--- src/rtl/xilinx_distram_pkg.sv ---
`default_nettype none
// +----------------------------------------------------------------------------+
// | Package : xilinx_distram_pkg                                               |
// | Brief   : Width and depth helpers shared by the distributed-RAM blocks.    |
// | Rev     : 1.0  initial release                                             |
// +----------------------------------------------------------------------------+
package xilinx_distram_pkg;

   localparam int unsigned c_DEF_ADDR_WIDTH = 6;
   localparam int unsigned c_DEF_DATA_WIDTH = 1;

   // Number of RAM words addressable with aw address bits.
   function automatic int unsigned depth_of(input int unsigned aw);
      return 32'd1 << aw;
   endfunction

   // Fill counter needs one extra bit so it can hold a full ring of 2**aw entries.
   function automatic int unsigned fill_width(input int unsigned aw);
      return aw + 32'd1;
   endfunction

   function automatic int unsigned addr_width(input int unsigned aw);
      return aw;
   endfunction

   function automatic int unsigned ring_len(input int unsigned len);
      return len + 32'd1;
   endfunction

endpackage : xilinx_distram_pkg
`default_nettype wire

--- src/rtl/xilinx_distram_delay_line.sv ---
`default_nettype none
// +----------------------------------------------------------------------------+
// | Module  : xilinx_distram_delay_line                                        |
// | Brief   : Programmable streaming delay line controller for a distributed   |
// |           RAM: read-before-write on one circular address per sample.       |
// | Rev     : 1.0  initial release                                             |
// +----------------------------------------------------------------------------+
module xilinx_distram_delay_line
   import xilinx_distram_pkg::*;
#(
   parameter int unsigned ADDR_WIDTH = c_DEF_ADDR_WIDTH,
   parameter int unsigned DATA_WIDTH = c_DEF_DATA_WIDTH
) (
   input  logic                  WCLK,
   input  logic                  RST,
   input  logic [ADDR_WIDTH-1:0] LEN,
   input  logic                  FLUSH,
   input  logic                  S_VALID,
   input  logic [DATA_WIDTH-1:0] S_DATA,
   output logic                  M_VALID,
   output logic [DATA_WIDTH-1:0] M_DATA,
   output logic                  PRIMED,
   output logic [ADDR_WIDTH-1:0] RAM_A,
   output logic [DATA_WIDTH-1:0] RAM_D,
   output logic                  RAM_WE,
   input  logic [DATA_WIDTH-1:0] RAM_O
);

   localparam int unsigned c_FILL_W = fill_width(ADDR_WIDTH);
   localparam int unsigned c_ADDR_W = addr_width(ADDR_WIDTH);

   logic [c_ADDR_W-1:0]   r_len;
   logic [c_ADDR_W-1:0]   r_ptr;
   logic [c_FILL_W-1:0]   r_fill;
   logic                  r_mvalid;
   logic [DATA_WIDTH-1:0] r_mdata;

   logic [c_FILL_W-1:0]   w_ring_len;
   logic                  w_full;
   logic                  w_clear;

   assign w_clear    = RST | FLUSH;
   assign w_ring_len = {1'b0, r_len} + c_FILL_W'(1);
   assign w_full     = (r_fill == w_ring_len);

   always_ff @(posedge WCLK) begin
      if (w_clear) begin
         r_len    <= LEN;
         r_ptr    <= '0;
         r_fill   <= '0;
         r_mvalid <= 1'b0;
         r_mdata  <= '0;
      end else if (S_VALID) begin
         // RAM_O still shows the word being overwritten on this edge.
         r_mdata  <= RAM_O;
         r_mvalid <= w_full;
         r_ptr    <= (r_ptr == r_len) ? '0 : r_ptr + c_ADDR_W'(1);
         if (!w_full) begin
            r_fill <= r_fill + c_FILL_W'(1);
         end
      end else begin
         r_mvalid <= 1'b0;
      end
   end

   assign M_VALID = r_mvalid;
   assign M_DATA  = r_mdata;
   assign PRIMED  = w_full;
   assign RAM_A   = r_ptr;
   assign RAM_D   = S_DATA;
   assign RAM_WE  = S_VALID & ~w_clear;

endmodule : xilinx_distram_delay_line
`default_nettype wire

--- config.mk ---
export PLATFORM = sky130hd
export DESIGN_NAME = xilinx_distram_delay_line
export DESIGN_NICKNAME = d
export VERILOG_FILES = /design/src/rtl/xilinx_distram_pkg.sv /design/src/rtl/xilinx_distram_delay_line.sv
export SDC_FILE = /design/constraint.sdc
export NUM_CORES = 1
export LEC_CHECK = 0
export ABC_AREA = 1
export CAP_MARGIN = 20
export CORE_AREA = 2 2 60 62
export DETAILED_ROUTE_END_ITERATION = 10
export DIE_AREA = 0 0 62 64
export GPL_TIMING_DRIVEN = 0
export PLACE_DENSITY = 0.63
export REMOVE_ABC_BUFFERS = 1
export SLEW_MARGIN = 20
export SYNTH_ARGS = -nofsm -noshare
export SYNTH_HDL_FRONTEND = slang
export SYNTH_SLANG_ARGS = --single-unit
--- constraint.sdc ---
create_clock -name WCLK -period 1.6 [get_ports WCLK]
set_input_delay 0.32 -clock WCLK [delete_from_list [all_inputs] [get_ports WCLK]]
set_output_delay 0.32 -clock WCLK [all_outputs]
set_load 0.02 [all_outputs]
Word-level counts from Yosys, hierarchy flattened
Index checks and enable logic that the tools add are counted.
{"block": "classes", "add_sub_neg": 3, "eq_ne": 2, "n_mux": 1, "bitwise_logic": 5, "n_reduce_logical": 2}
{"cell": "$add 6x1->7 const B", "n": 1}
{"cell": "$add 7x1->7 const B", "n": 1}
{"cell": "$eq 7x7->1", "n": 1}
{"cell": "$add 6x1->6 const B", "n": 1}
{"cell": "$eq 6x6->1", "n": 1}
{"cell": "$mux 6", "n": 1}
{"cell": "$not 1->1", "n": 3}
{"cell": "$reduce_and 2->1", "n": 1}
{"cell": "$reduce_or 2->1", "n": 1}
{"cell": "$and 1x1->1", "n": 1}
{"cell": "$or 1x1->1", "n": 1}
{"block": "totals", "register_bits": 21, "inputBits": 12, "output_inout_bits": 11, "word_cells": 18}

Logic depth before layout (Yosys ltp)
Gate-level depths: netlist of the first run.
{"block": "depth", "ltp_word": 4, "depth_mapped": 13}

Least setup slack after synthesis of the first run
OpenSTA, ideal clock, no wires.
{"block": "synth_timing", "path_type": "reg-to-output", "from": "reg r_len[0]", "to": "out PRIMED", "arrival_time_ns": 1.431, "path_slack_ns": -0.151, "path_stages_with_launch": 10, "n_path_buf": 1, "cell_sequence": "edfxtp_1 ha_1 nand2_1 nand2_1 nor2_1 nand3_1 nor2_2 nand2_2 buf_6 inv_2"}
{"block": "synth_between", "elab_chain_len": 2}
{"item": "start, declared", "line_no": "xilinx_distram_delay_line.sv:32", "rtl": "logic [c_ADDR_W-1:0] r_len;"}
{"item": "start signal, assigned", "line_no": "xilinx_distram_delay_line.sv:48", "rtl": "r_len <= LEN;"}
{"item": "$add 6x1->7", "line_no": "xilinx_distram_delay_line.sv:43", "rtl": "assign w_ring_len = {1'b0, r_len} + c_FILL_W'(1);"}
{"item": "$eq 7x7->1", "line_no": "xilinx_distram_delay_line.sv:44", "rtl": "assign w_full = (r_fill == w_ring_len);"}
{"item": "end, declared", "line_no": "xilinx_distram_delay_line.sv:22", "rtl": "output logic PRIMED,"}
Every way passes these cells.

Final worst setup path of the first run
Same ends and word-level chain as after synthesis.

==> reports/results.txt, run 1 <==
Average vias per placed instance = 4.72
Final setup violation count = 9
Combinational family with the most area after synthesis = simple AND/OR/NAND/NOR gates
Iter 0 DRT Violations = 40
Routability Congestion = 0.817
Part of the total power dissipated in sequential elements = 56.2%
Count of state elements after synthesis = 21
GRT Resource Usage Total = 16.0%
Synth Warn # = 0
Number of rows created at floorplan = 21
Internal power of the cells = 0.747 mW
Leading post-synthesis cells by cell area = sky130_fd_sc_hd__dfxtp_1 (24%), sky130_fd_sc_hd__nand2_1 (15%), sky130_fd_sc_hd__edfxtp_1 (14%)
Longest Clk Path Bufs = 2
Worst slew pin tran = 0.411 ns
Total clock buffers created by CTS = 3
Cell family with the largest share of critical-path delay = simple AND/OR/NAND/NOR gates
Routed wire length = 2740 um
Share of total power in the clock network = 25.8%
Launching element type of the critical path = register
Fraction of final layout cells with drive strength greater than 1 = 17.0%
Max-cap viol count = 0
# nets final = 216
Routed len/inst = 11.1 um
Share of the synthesized area in the top cell type = 23.6%
RSZ-0062 raised after global routing = yes
Synthesized-area fraction occupied by adder cells = 2.95%
Final Slew Violations = 0
TritonCTS clock tree = yes
Global-route wire length before repair = 4710 um
# fillers = 348
Library cell used as clock root buffer = sky130_fd_sc_hd__clkbuf_4
Setup Skew = 0.00671 ns
Kind of capture point of the worst setup path = output pin
Height of the die = 64 um
Share of cell area taken by muxes after synthesis = 0%
CTS H-tree depth = 1
Number of inserted diodes = 0
Number of global-route vias before repair = 1059
Number of I/O port buffers = 20
Pre-antenna DRT Iters = 4
Highest Clock Rate = 0.485 GHz
Boundary Pins = 23
Part of the total power dissipated in combinational logic = 18.0%
Routed vias = 1161
Crit path arrival time = 1.74 ns
Simple-gate area share of the yosys netlist = 36.2%
Total congestion overflow after global routing = 0
Required time reported for the critical path endpoint = 1.28 ns
Count of cell types in the netlist = 26
Remaining DRCs = 0
CP max stage cell = sky130_fd_sc_hd__edfxtp_1
Final count of hold timing violations = 0
Cell Count Post-Placement = 237
Worst path setup slack after routing = -0.462 ns
Pin count of the biggest net entering global routing = 15
Post-detail-place hpwl = 1950 um
Worst min-delay path category = input port to register
Initial cell density of the core = 38.8%
CP Max Fanout = 2
Xor and xnor fraction of the mapped netlist area = 6.19%
Crit path largest cell delay = 0.43 ns
Yosys top cell by area = sky130_fd_sc_hd__dfxtp_1
Power dissipated by switching net loads = 0.304 mW
Crit path top cell by count = sky130_fd_sc_hd__nand2_1
Worst-skew pair later-pin latency = 0.32 ns
Cell count after synthesis = 174
Part of the cycle the worst path needs = 129%
Post-synthesis average cell area = 7.32 um^2
Cell leakage power = 0.703 nW
Status = complete, but fails checks
Highest ir drop seen on vdd = 0.000274 V
Antenna violations before repair = 0
Sink Count = 21
Final core area utilization = 48.2%
Post-route non-filler standard cell count = 246
Sequential share of the synthesized area = 37.7%
Synth-to-layout area growth = 24.2%
Cell area after synthesis = 0.00127 mm^2
PD cells = 664 mW/mm^2
Synthesized-area fraction occupied by ao, oa, aoi and oai cells = 7.37%
CTS clk-pin slew, worst paths = 0.12 ns
Clock period minus worst slack = 2.06 ns
Routed Antenna Nets = 0
Core region area = 0.00328 mm^2
Worst relative slew slack = 72.6%
Count of buffering cells on the critical path with inverters included = 3
Total die area = 0.00397 mm^2
Die boundary width = 62 um
Violations in the final reports = negative setup slack
Switching Share = 28.9%
CP Class = register to output pin
Cell Chain, Critical Path = ha_1 > inv_1 > nand2_1 > nand2_1 > nor2_1 > nand3_1 > nor2_2 > nand2_4 > inv_2 > buf_6
cell usage in the layout (no fill, tap or decap), drive strengths merged:
cell / n
nor3: 6
nor2: 16
inv: 25
ha: 3
dlygate4sd2: 8
or2: 1
clkdlybuf4s15: 1
nand3: 18
a21oi: 14
edfxtp: 6
nand4: 3
dfxtp: 15
o21ai: 1
nand2: 52
and3: 1
buf: 7
xor2: 8
clkdlybuf4s50: 8
xnor2: 1
clkbuf: 4
dlymetal6s2s: 1
clkinv: 1
cells in the mapped netlist:
cell	count
sky130_fd_sc_hd__ha_1	3
sky130_fd_sc_hd__nor2_1	12
sky130_fd_sc_hd__a21oi_1	9
sky130_fd_sc_hd__inv_1	21
sky130_fd_sc_hd__and3_1	1
sky130_fd_sc_hd__buf_6	1
sky130_fd_sc_hd__nand3_2	6
sky130_fd_sc_hd__dfxtp_1	15
sky130_fd_sc_hd__inv_2	4
sky130_fd_sc_hd__buf_2	1
sky130_fd_sc_hd__nand2_2	2
sky130_fd_sc_hd__nand2_1	50
sky130_fd_sc_hd__o21ai_0	1
sky130_fd_sc_hd__or2_1	1
sky130_fd_sc_hd__clkinv_1	1
sky130_fd_sc_hd__xnor2_1	1
sky130_fd_sc_hd__nor3_1	5
sky130_fd_sc_hd__xor2_1	8
sky130_fd_sc_hd__edfxtp_1	6
sky130_fd_sc_hd__buf_4	1
sky130_fd_sc_hd__nand3_1	12
sky130_fd_sc_hd__nor3_2	1
sky130_fd_sc_hd__nor2_4	1
sky130_fd_sc_hd__nor2_2	3
sky130_fd_sc_hd__a21oi_2	5
sky130_fd_sc_hd__nand4_1	3
logic make-up after synthesis:
group,Yosys count
XOR/XNOR,9
buffers and inverters,29
flip-flops,21
AO/OA/AOI/OAI,15
AND/OR/NAND/NOR,97
adder cells (fa/ha/maj),3
metal layers:
| layer | GRT usage, % | up-vias | share of wire, % | wire length [um] |
|---|---|---|---|---|
| li1 | - | 608 | - | - |
| met1 | 21.6 | 528 | 48 | 1300 |
| met2 | 25.0 | 19 | 47 | 1280 |
| met3 | 2.63 | 6 | 3.8 | 104 |
| met4 | 6.38 | 0 | 2.0 | 55 |
| met5 | 0 | - | 0 | 0 |
sequential cells by signal, summed over array words and instances, names as in the netlist:
name     count
r_fill       7
RAM_A        6
r_len        6
M_DATA       1
M_VALID      1
worst paths after layout:
kind                               start   endpoint  slack, ns  cells past startpoint
worst max register to register  r_len[0]  r_fill[3]      -0.22                     12
worst min register to register    M_DATA     M_DATA       0.48                      2
worst max-delay path            r_len[0]     PRIMED      -0.46                     10
worst min-delay path               FLUSH  r_fill[5]       0.46                      5
what timing repair did:
item / in CTS / in global routing
hold buffers: 0 / 0
pin swaps: 6 / 1
endpoints found under the setup margin: 20 / 10
setup buffers: 5 / 0
resized for setup: 26 / 2
through the flow:
stage | hold slack [ns] | TNS, ns | worst slack, ns | power [mW] | cell area [um^2]
after floorplan | 0.419 | -0.673 | -0.158 | 0.710 | 1250
after global placement | 0.451 | -5.72 | -0.849 | 0.772 | 1510
after detailed placement | 0.460 | -6.56 | -0.893 | 0.777 | 1510
after CTS | 0.478 | -1.93 | -0.463 | 1.06 | 1570
after global routing | 0.496 | -3.57 | -0.644 | 1.11 | 1580
final | 0.461 | -1.85 | -0.462 | 1.05 | 1580
power groups by stage:
| stage | Sequential (mW) | Combinational (mW) | Clock (mW) |
|---|---|---|---|
| after floorplan | 0.602 | 0.108 | 0 |
| after global placement | 0.605 | 0.167 | 0 |
| after detailed placement | 0.606 | 0.171 | 0 |
| after CTS | 0.590 | 0.190 | 0.281 |
| after global routing | 0.593 | 0.215 | 0.303 |
| final | 0.590 | 0.189 | 0.271 |
worst register-to-register path, delay by kind of cell, from the launching register on:
kind                     cells  cell delay, ns
flip-flops                   1            0.43
buffers and inverters        2            0.24
adder cells (fa/ha/maj)      1            0.31
AO/OA/AOI/OAI                1            0.12
AND/OR/NAND/NOR              8            0.68
area by class of cell:
class                           instances  area (um^2)  area share [%]
Clock buffer                            4         26.3            1.66
Inverter                               26          103            6.49
Multi-Input combinational cell        124          684            43.3
Sequential cell                        21          480            30.4
Tap cell                               46         57.6            3.64
Timing Repair Buffer                   25          230            14.6
No activity file was read; power rests on OpenSTA's default activity.
==> inputs of run 2 (changes only) <==
--- a/config.mk
+++ b/config.mk
@@ -13,7 +13,7 @@
 export GPL_TIMING_DRIVEN = 0
 export PLACE_DENSITY = 0.63
 export REMOVE_ABC_BUFFERS = 1
-export SLEW_MARGIN = 20
+export SLEW_MARGIN = 30
 export SYNTH_ARGS = -nofsm -noshare
 export SYNTH_HDL_FRONTEND = slang
 export SYNTH_SLANG_ARGS = --single-unit
==> results of run 2 <==
The final DEF is identical to that of run 1; final timing and power are the same.
==> inputs of run 3 (changes only) <==
--- a/config.mk
+++ b/config.mk
@@ -7,11 +7,12 @@
 export LEC_CHECK = 0
 export ABC_AREA = 1
 export CAP_MARGIN = 20
-export CORE_AREA = 2 2 60 62
+export CORE_AREA = 2 2 75 77
 export DETAILED_ROUTE_END_ITERATION = 10
-export DIE_AREA = 0 0 62 64
+export DIE_AREA = 0 0 77 79
+export GPL_ROUTABILITY_DRIVEN = 0
 export GPL_TIMING_DRIVEN = 0
-export PLACE_DENSITY = 0.63
+export PLACE_DENSITY = 0.44
 export REMOVE_ABC_BUFFERS = 1
 export SLEW_MARGIN = 30
 export SYNTH_ARGS = -nofsm -noshare
==> reports/results.txt, run 3 (synthesis gave the netlist of run 1 again) <==
Status = complete, but fails checks
Violations in the final reports = negative setup slack
GRT Resource Usage Total = 10.4% (-5.7 points)
Met3 routed wirelength = 80 um (-23%)
Worst path setup slack after routing = -0.446 ns (+0.0156 ns)
Total clock buffers created by CTS = 3 (unchanged)
Routed Antenna Nets = 0 (unchanged)
CP Max Fanout = 2 (unchanged)
Final Slew Violations = 0 (unchanged)
Routed len/inst = 10.8 um (-3.3%)
Routed length on met2 = 1290 um (+1.0%)
Synth-to-layout area growth = 29.7%
TritonCTS clock tree = yes
Max-cap viol count = 0 (unchanged)
Layout Cell Area excl Fill = 0.00165 mm^2 (+4.4%)
Number of inserted diodes = 0 (unchanged)
Routed wire length = 2930 um (+6.9%)
Remaining DRCs = 0 (unchanged)
Required time reported for the critical path endpoint = 1.28 ns (about the same)
RSZ-0062 raised after global routing = yes
Crit path arrival time = 1.73 ns (about the same)
Fraction of final layout cells with drive strength greater than 1 = 19.0% (+2.0 points)
Sink Count = 21 (unchanged)
Clock period minus worst slack = 2.05 ns (-0.0156 ns)
Final setup violation count = 9 (unchanged)
Flip-flop count of the largest register after layout = 7 (unchanged)
Core region area = 0.00534 mm^2 (+63%)
Origin of the worst setup path = r_len[0]
Cell area after placement = 0.00154 mm^2 (+2.2%)
Most common cell after layout, fill and taps aside = sky130_fd_sc_hd__nand2_1
Post-detail-place hpwl = 2080 um (+6.7%)
Global-route wire length before repair = 4970 um (+5.4%)
Pin count of the biggest net entering global routing = 15 (unchanged)
Iter 0 DRT Violations = 25 (-38%)
Highest Clock Rate = 0.489 GHz (+0.76%)
Worst relative slew slack = 71.8% (-0.77 points)
Total congestion overflow after global routing = 0 (unchanged)
Hold bufs inserted after CTS = 0 (unchanged)
Average vias per placed instance = 4.16 (-12%)
CTS H-tree depth = 1 (unchanged)
Highest ir drop seen on vdd = 0.000249 V (-9.1%)
Boundary Pins = 23 (unchanged)
Longest Clk Path Bufs = 2 (unchanged)
TNS Setup = -2.13 ns (-0.275 ns)
Post-route non-filler standard cell count = 272 (+11%)
Worst-skew pair later-pin latency = 0.27 ns (-0.05 ns)
Number of global-route vias before repair = 1065 (+0.57%)
Startpoint of the worst hold path = M_DATA
Initial cell density of the core = 23.9% (-15 points)
Height of the die = 79 um (+23%)
Setup Slack @ Placement = -0.910 ns (-0.0169 ns)
Pre-antenna DRT Iters = 4 (unchanged)
Antenna violations before repair = 0 (unchanged)
Number of rows created at floorplan = 27 (+29%)
Final count of hold timing violations = 0 (unchanged)
Cell leakage power = 0.695 nW (-1.2%)
Setup Skew = 0.00223 ns (-0.00449 ns)
Total die area = 0.00608 mm^2 (+53%)
Library cell used as clock root buffer = sky130_fd_sc_hd__clkbuf_8
Launching element type of the critical path = register
Top reg by flops = r_fill
Cell Count Post-Placement = 263 (+11%)
Metal-1 WL = 1470 um (+13%)
Kind of capture point of the worst setup path = output pin
Die boundary width = 77 um (+24%)
Origin of the critical flop-to-flop path = r_len[0]
Part of the cycle the worst path needs = 128% (-0.97 points)
CP Class = register to output pin
CTS clk-pin slew, worst paths = 0.08 ns (-0.04 ns)
Worst min-delay path category = register to register
Routed vias = 1131 (-2.6%)
Number of I/O port buffers = 20 (unchanged)
Most used cells in the layout excluding fill and tap cells = sky130_fd_sc_hd__nand2_1 (49), sky130_fd_sc_hd__inv_1 (20), sky130_fd_sc_hd__dfxtp_1 (15)
Worst slew pin tran = 0.423 ns (+0.0115 ns)
# nets final = 216 (unchanged)
PD cells = 702 mW/mm^2 (+5.8%)
Top routing layer in use = met4
# fillers = 618 (+78%)
## run 3: stage by stage
stage	util, %	power (mW)	hold slack (ns)
2_1_floorplan	-	0.710	0.419
3_3_place_gp	28.9	0.779	0.462
3_5_place_dp	28.9	0.779	0.456
4_1_cts	30.7	1.17	0.473
5_1_grt	30.9	1.22	0.490
6_report	30.9	1.16	0.469
## run 3: worst max-delay path, cell delays in order (launching register included)
cell	delay [ns]
sky130_fd_sc_hd__edfxtp_1	0.45
sky130_fd_sc_hd__ha_4	0.30
sky130_fd_sc_hd__inv_2	0.03
sky130_fd_sc_hd__nand2_1	0.04
sky130_fd_sc_hd__nand2_1	0.05
sky130_fd_sc_hd__nor2_1	0.11
sky130_fd_sc_hd__nand3_1	0.10
sky130_fd_sc_hd__nor2_2	0.16
sky130_fd_sc_hd__nand2_4	0.07
sky130_fd_sc_hd__inv_2	0.05
sky130_fd_sc_hd__buf_6	0.10
## run 3: area by class of cell
type,instances,area [um^2],share of cell area [%]
clock buffers,3,41.3,2.50
clock inverters,1,5.00,0.303
inverters,26,105,6.36
multi-input cells,124,699,42.3
flip-flops and latches,21,480,29.1
well taps,72,90.1,5.45
repair buffers,25,230,13.9
## run 3: final timing paths
check | depth (start not counted) | slack [ns] | to
worst max register to register | 12 | -0.25 | r_fill[1]
worst min-delay path | 2 | 0.47 | M_DATA
worst min register to register | 2 | 0.47 | M_DATA
worst max-delay path | 10 | -0.45 | PRIMED
## run 3: layer usage
metal  GRT usage, %  vias up
li1               -      605
met1           13.9      497
met2           16.1       22
met4           6.07        0
met3           1.36        7
met5              0        -
## run 3: timing repair
action                     in CTS  in global routing
setup buffers                   5                  1
pin swaps                       6                  7
cloned                          0                  0
resized for setup              26                  3
setup endpoints to repair      18                 10
## run 3: power breakdown
part | switching [mW] | internal (mW)
sequential | 0.0253 | 0.567
clock | 0.196 | 0.174
combinational | 0.109 | 0.0880
total | 0.331 | 0.829
==> patch: new RTL, settings of run 3 <==
The package constant `c_DEF_ADDR_WIDTH` goes from 6 to 7.
--- a/src/rtl/xilinx_distram_pkg.sv
+++ b/src/rtl/xilinx_distram_pkg.sv
@@ -6,7 +6,7 @@
 // +----------------------------------------------------------------------------+
 package xilinx_distram_pkg;
 
-   localparam int unsigned c_DEF_ADDR_WIDTH = 6;
+   localparam int unsigned c_DEF_ADDR_WIDTH = 7;
    localparam int unsigned c_DEF_DATA_WIDTH = 1;
 
    // Number of RAM words addressable with aw address bits.
Ports: changed (resized LEN and RAM_A); port bits go from 23 to 25. No check against the original RTL was run, so the function may have changed too.
==> patch against run 3 <==
The flow still finishes with violations (negative setup slack); sequential power rose by 16%; routed wire length rose by 34%; design area rose by 25%; synthesized cell count rose by 27%; via count rose by 29%; fmax fell by 1.7%; first-iteration DRC count rose by 130%; non-clock buffer count rose by 10; critical path depth fell by 1; setup slack got worse by 35 ps; power rose by 21%; synthesized area rose by 16%; sequential cell count rose by 3; register-to-register slack got worse by 70 ps.
==> patch: results (changes against run 3) <==
| Metric | Value |
|---|---|
| Worst Skew | `3.17 ps (was 2.23 ps)` |
| Failing checks | `negative setup slack (unchanged)` |
| Setup TNS | `-2870 ps (was -2130 ps)` |
| Final worst slack | `-481 ps (was -446 ps)` |
| Max reg flops | `8 (was 7)` |
| Maximum vdd drop | `452 uV (was 249 uV)` |
| Top Family by Delay on Critical Path | `simple AND/OR/NAND/NOR gates (unchanged)` |
| Post-synth EDFFs | `7 (was 6)` |
| Share of cells above drive strength 1 | `21.3% (was 19.0%)` |
| Cts bufs inserted | `3 (unchanged)` |
| Largest cells by area after synthesis | `dfxtp_1 (23%), nand2_1 (17%), edfxtp_1 (14%) (was dfxtp_1 (24%), nand2_1 (15%), edfxtp_1 (14%))` |
| Library cells used by synthesis | `26 (unchanged)` |
| Post-CTS sizing | `48 (was 26)` |
| Antenna cell count | `0 (unchanged)` |
| 1st-iter DRT viols | `57 (was 25)` |
| Slew @ Worst Pin | `529 ps (was 423 ps)` |
| Post-place setup slack | `-1190 ps (was -910 ps)` |
| Via density | `4.42 (was 4.16)` |
| Crit-path max cell delay | `480 ps (was 450 ps)` |
| Drt total wl | `3.94 mm (was 2.93 mm)` |
| Initial antenna violation count | `0 (unchanged)` |
| H-Tree Depth | `1 (unchanged)` |
| Primary FF master, synth | `dfxtp_1 (unchanged)` |
| DP Area | `1770 um2 (was 1540 um2)` |
| Synth warn | `0 (unchanged)` |
| DPL Wire Length | `2.80 mm (was 2.08 mm)` |
| Buffers added on ports | `22 (was 20)` |
| Vias in the first global route | `1374 (was 1065)` |
| Asr flop ratio synth | `0% (unchanged)` |
| CP max FO | `4 (was 2)` |
| P_leak | `0.883 nW (was 0.695 nW)` |
| Total Routing Usage GR | `13.5% (was 10.4%)` |
| Final setup fails | `16 (was 9)` |
| Nets | `275 (was 216)` |
| Clock Tree Buf Depth | `2 (unchanged)` |
| Inst Count DP | `313 (was 263)` |
| First-pass detailed-route iteration total | `4 (unchanged)` |
| Largest Register | `r_fill (unchanged)` |
| Largest net degree at the start of global routing | `16 (was 15)` |
| Mapped Cells | `221 (was 174)` |
| Hold/Removal Path Class | `primary input to flip-flop (was flip-flop to flip-flop)` |
| Fin cells | `330 (was 272)` |
| Clock Latency Late Sink | `270 ps (about the same)` |
| Root buffer cell | `clkbuf_8 (unchanged)` |
| Post-synth top cells | `nand2_1 (68), inv_1 (29), nor2_1 (25) (was nand2_1 (50), inv_1 (21), dfxtp_1 (15))` |
| Sequential share of the synthesized area | `37.3% (was 37.7%)` |
| Fillers | `635 (was 618)` |
| First-pass GRT wire length | `6.57 mm (was 4.97 mm)` |
| Status | `finished with violations (unchanged)` |
| Critical Path AT | `1760 ps (was 1730 ps)` |
| Slowest-stage cell, CP | `edfxtp_1 (unchanged)` |
| Worst-path clk slew | `90 ps` |
| Post-CTS setup repair buffer count | `12 (was 5)` |
## patch: cell types whose count changed after synthesis, sizes merged, moves of 2 or more
cell,change
nor4,+2
nor2,+10
nand3,+5
nand2,+19
dfxtp,+2
nor3b,+4
nand4,-2
o21ai,+4
xor2,-4
xnor2,+2
inv,+4
## patch: power by group
group	leakage [nW]	internal, W	switching [W]
Sequential	0.209	0.000649	0.0000373
Clock	0.0288	0.000220	0.000202
Combinational	0.646	0.000133	0.000160
## patch: final timing paths
kind | start | end | slack [ps] | depth (start not counted)
max | r_len[0]$_DFFE_PP_ | PRIMED | -480 | 9
min | S_VALID | M_DATA$_SDFFE_PP0P_ | 450 | 3
max reg2reg | r_len[0]$_DFFE_PP_ | r_fill[2]$_SDFFE_PP0P_ | -320 | 13
min reg2reg | M_DATA$_SDFFE_PP0P_ | M_DATA$_SDFFE_PP0P_ | 470 | 2
## patch: cell type report
cell class | instances | area, um2 | share of cell area, %
multi-input combinational | 165 | 926 | 44.9
sequential | 24 | 551 | 26.7
timing repair buffer | 35 | 322 | 15.6
inverter | 30 | 118 | 5.71
tap | 72 | 90.1 | 4.37
clock buffer | 4 | 55.1 | 2.67
## patch: cells by family (layout without fill, tap and decap cells)
| logic type | count (synthesis) | in the layout | share of synthesized area [%] |
|---|---|---|---|
| AOI/OAI and AO/OA | 19 | 19 | 6.44 |
| xor gates and xnor gates | 7 | 7 | 4.15 |
| and+or+nand+nor | 136 | 136 | 41.1 |
| buffers and inverters | 32 | 69 | 8.47 |
| adders and majority gates | 3 | 3 | 2.54 |
| DFF | 24 | 24 | 37.3 |
## patch: metal layers
layer / up-vias / routed length (um) / track usage [%]
met4: 0 / 49 / 4.29
met2: 26 / 1880 / 22.7
li1: 778 / - / -
met3: 4 / 115 / 1.70
met1: 650 / 1890 / 18.2
met5: - / 0 / 0
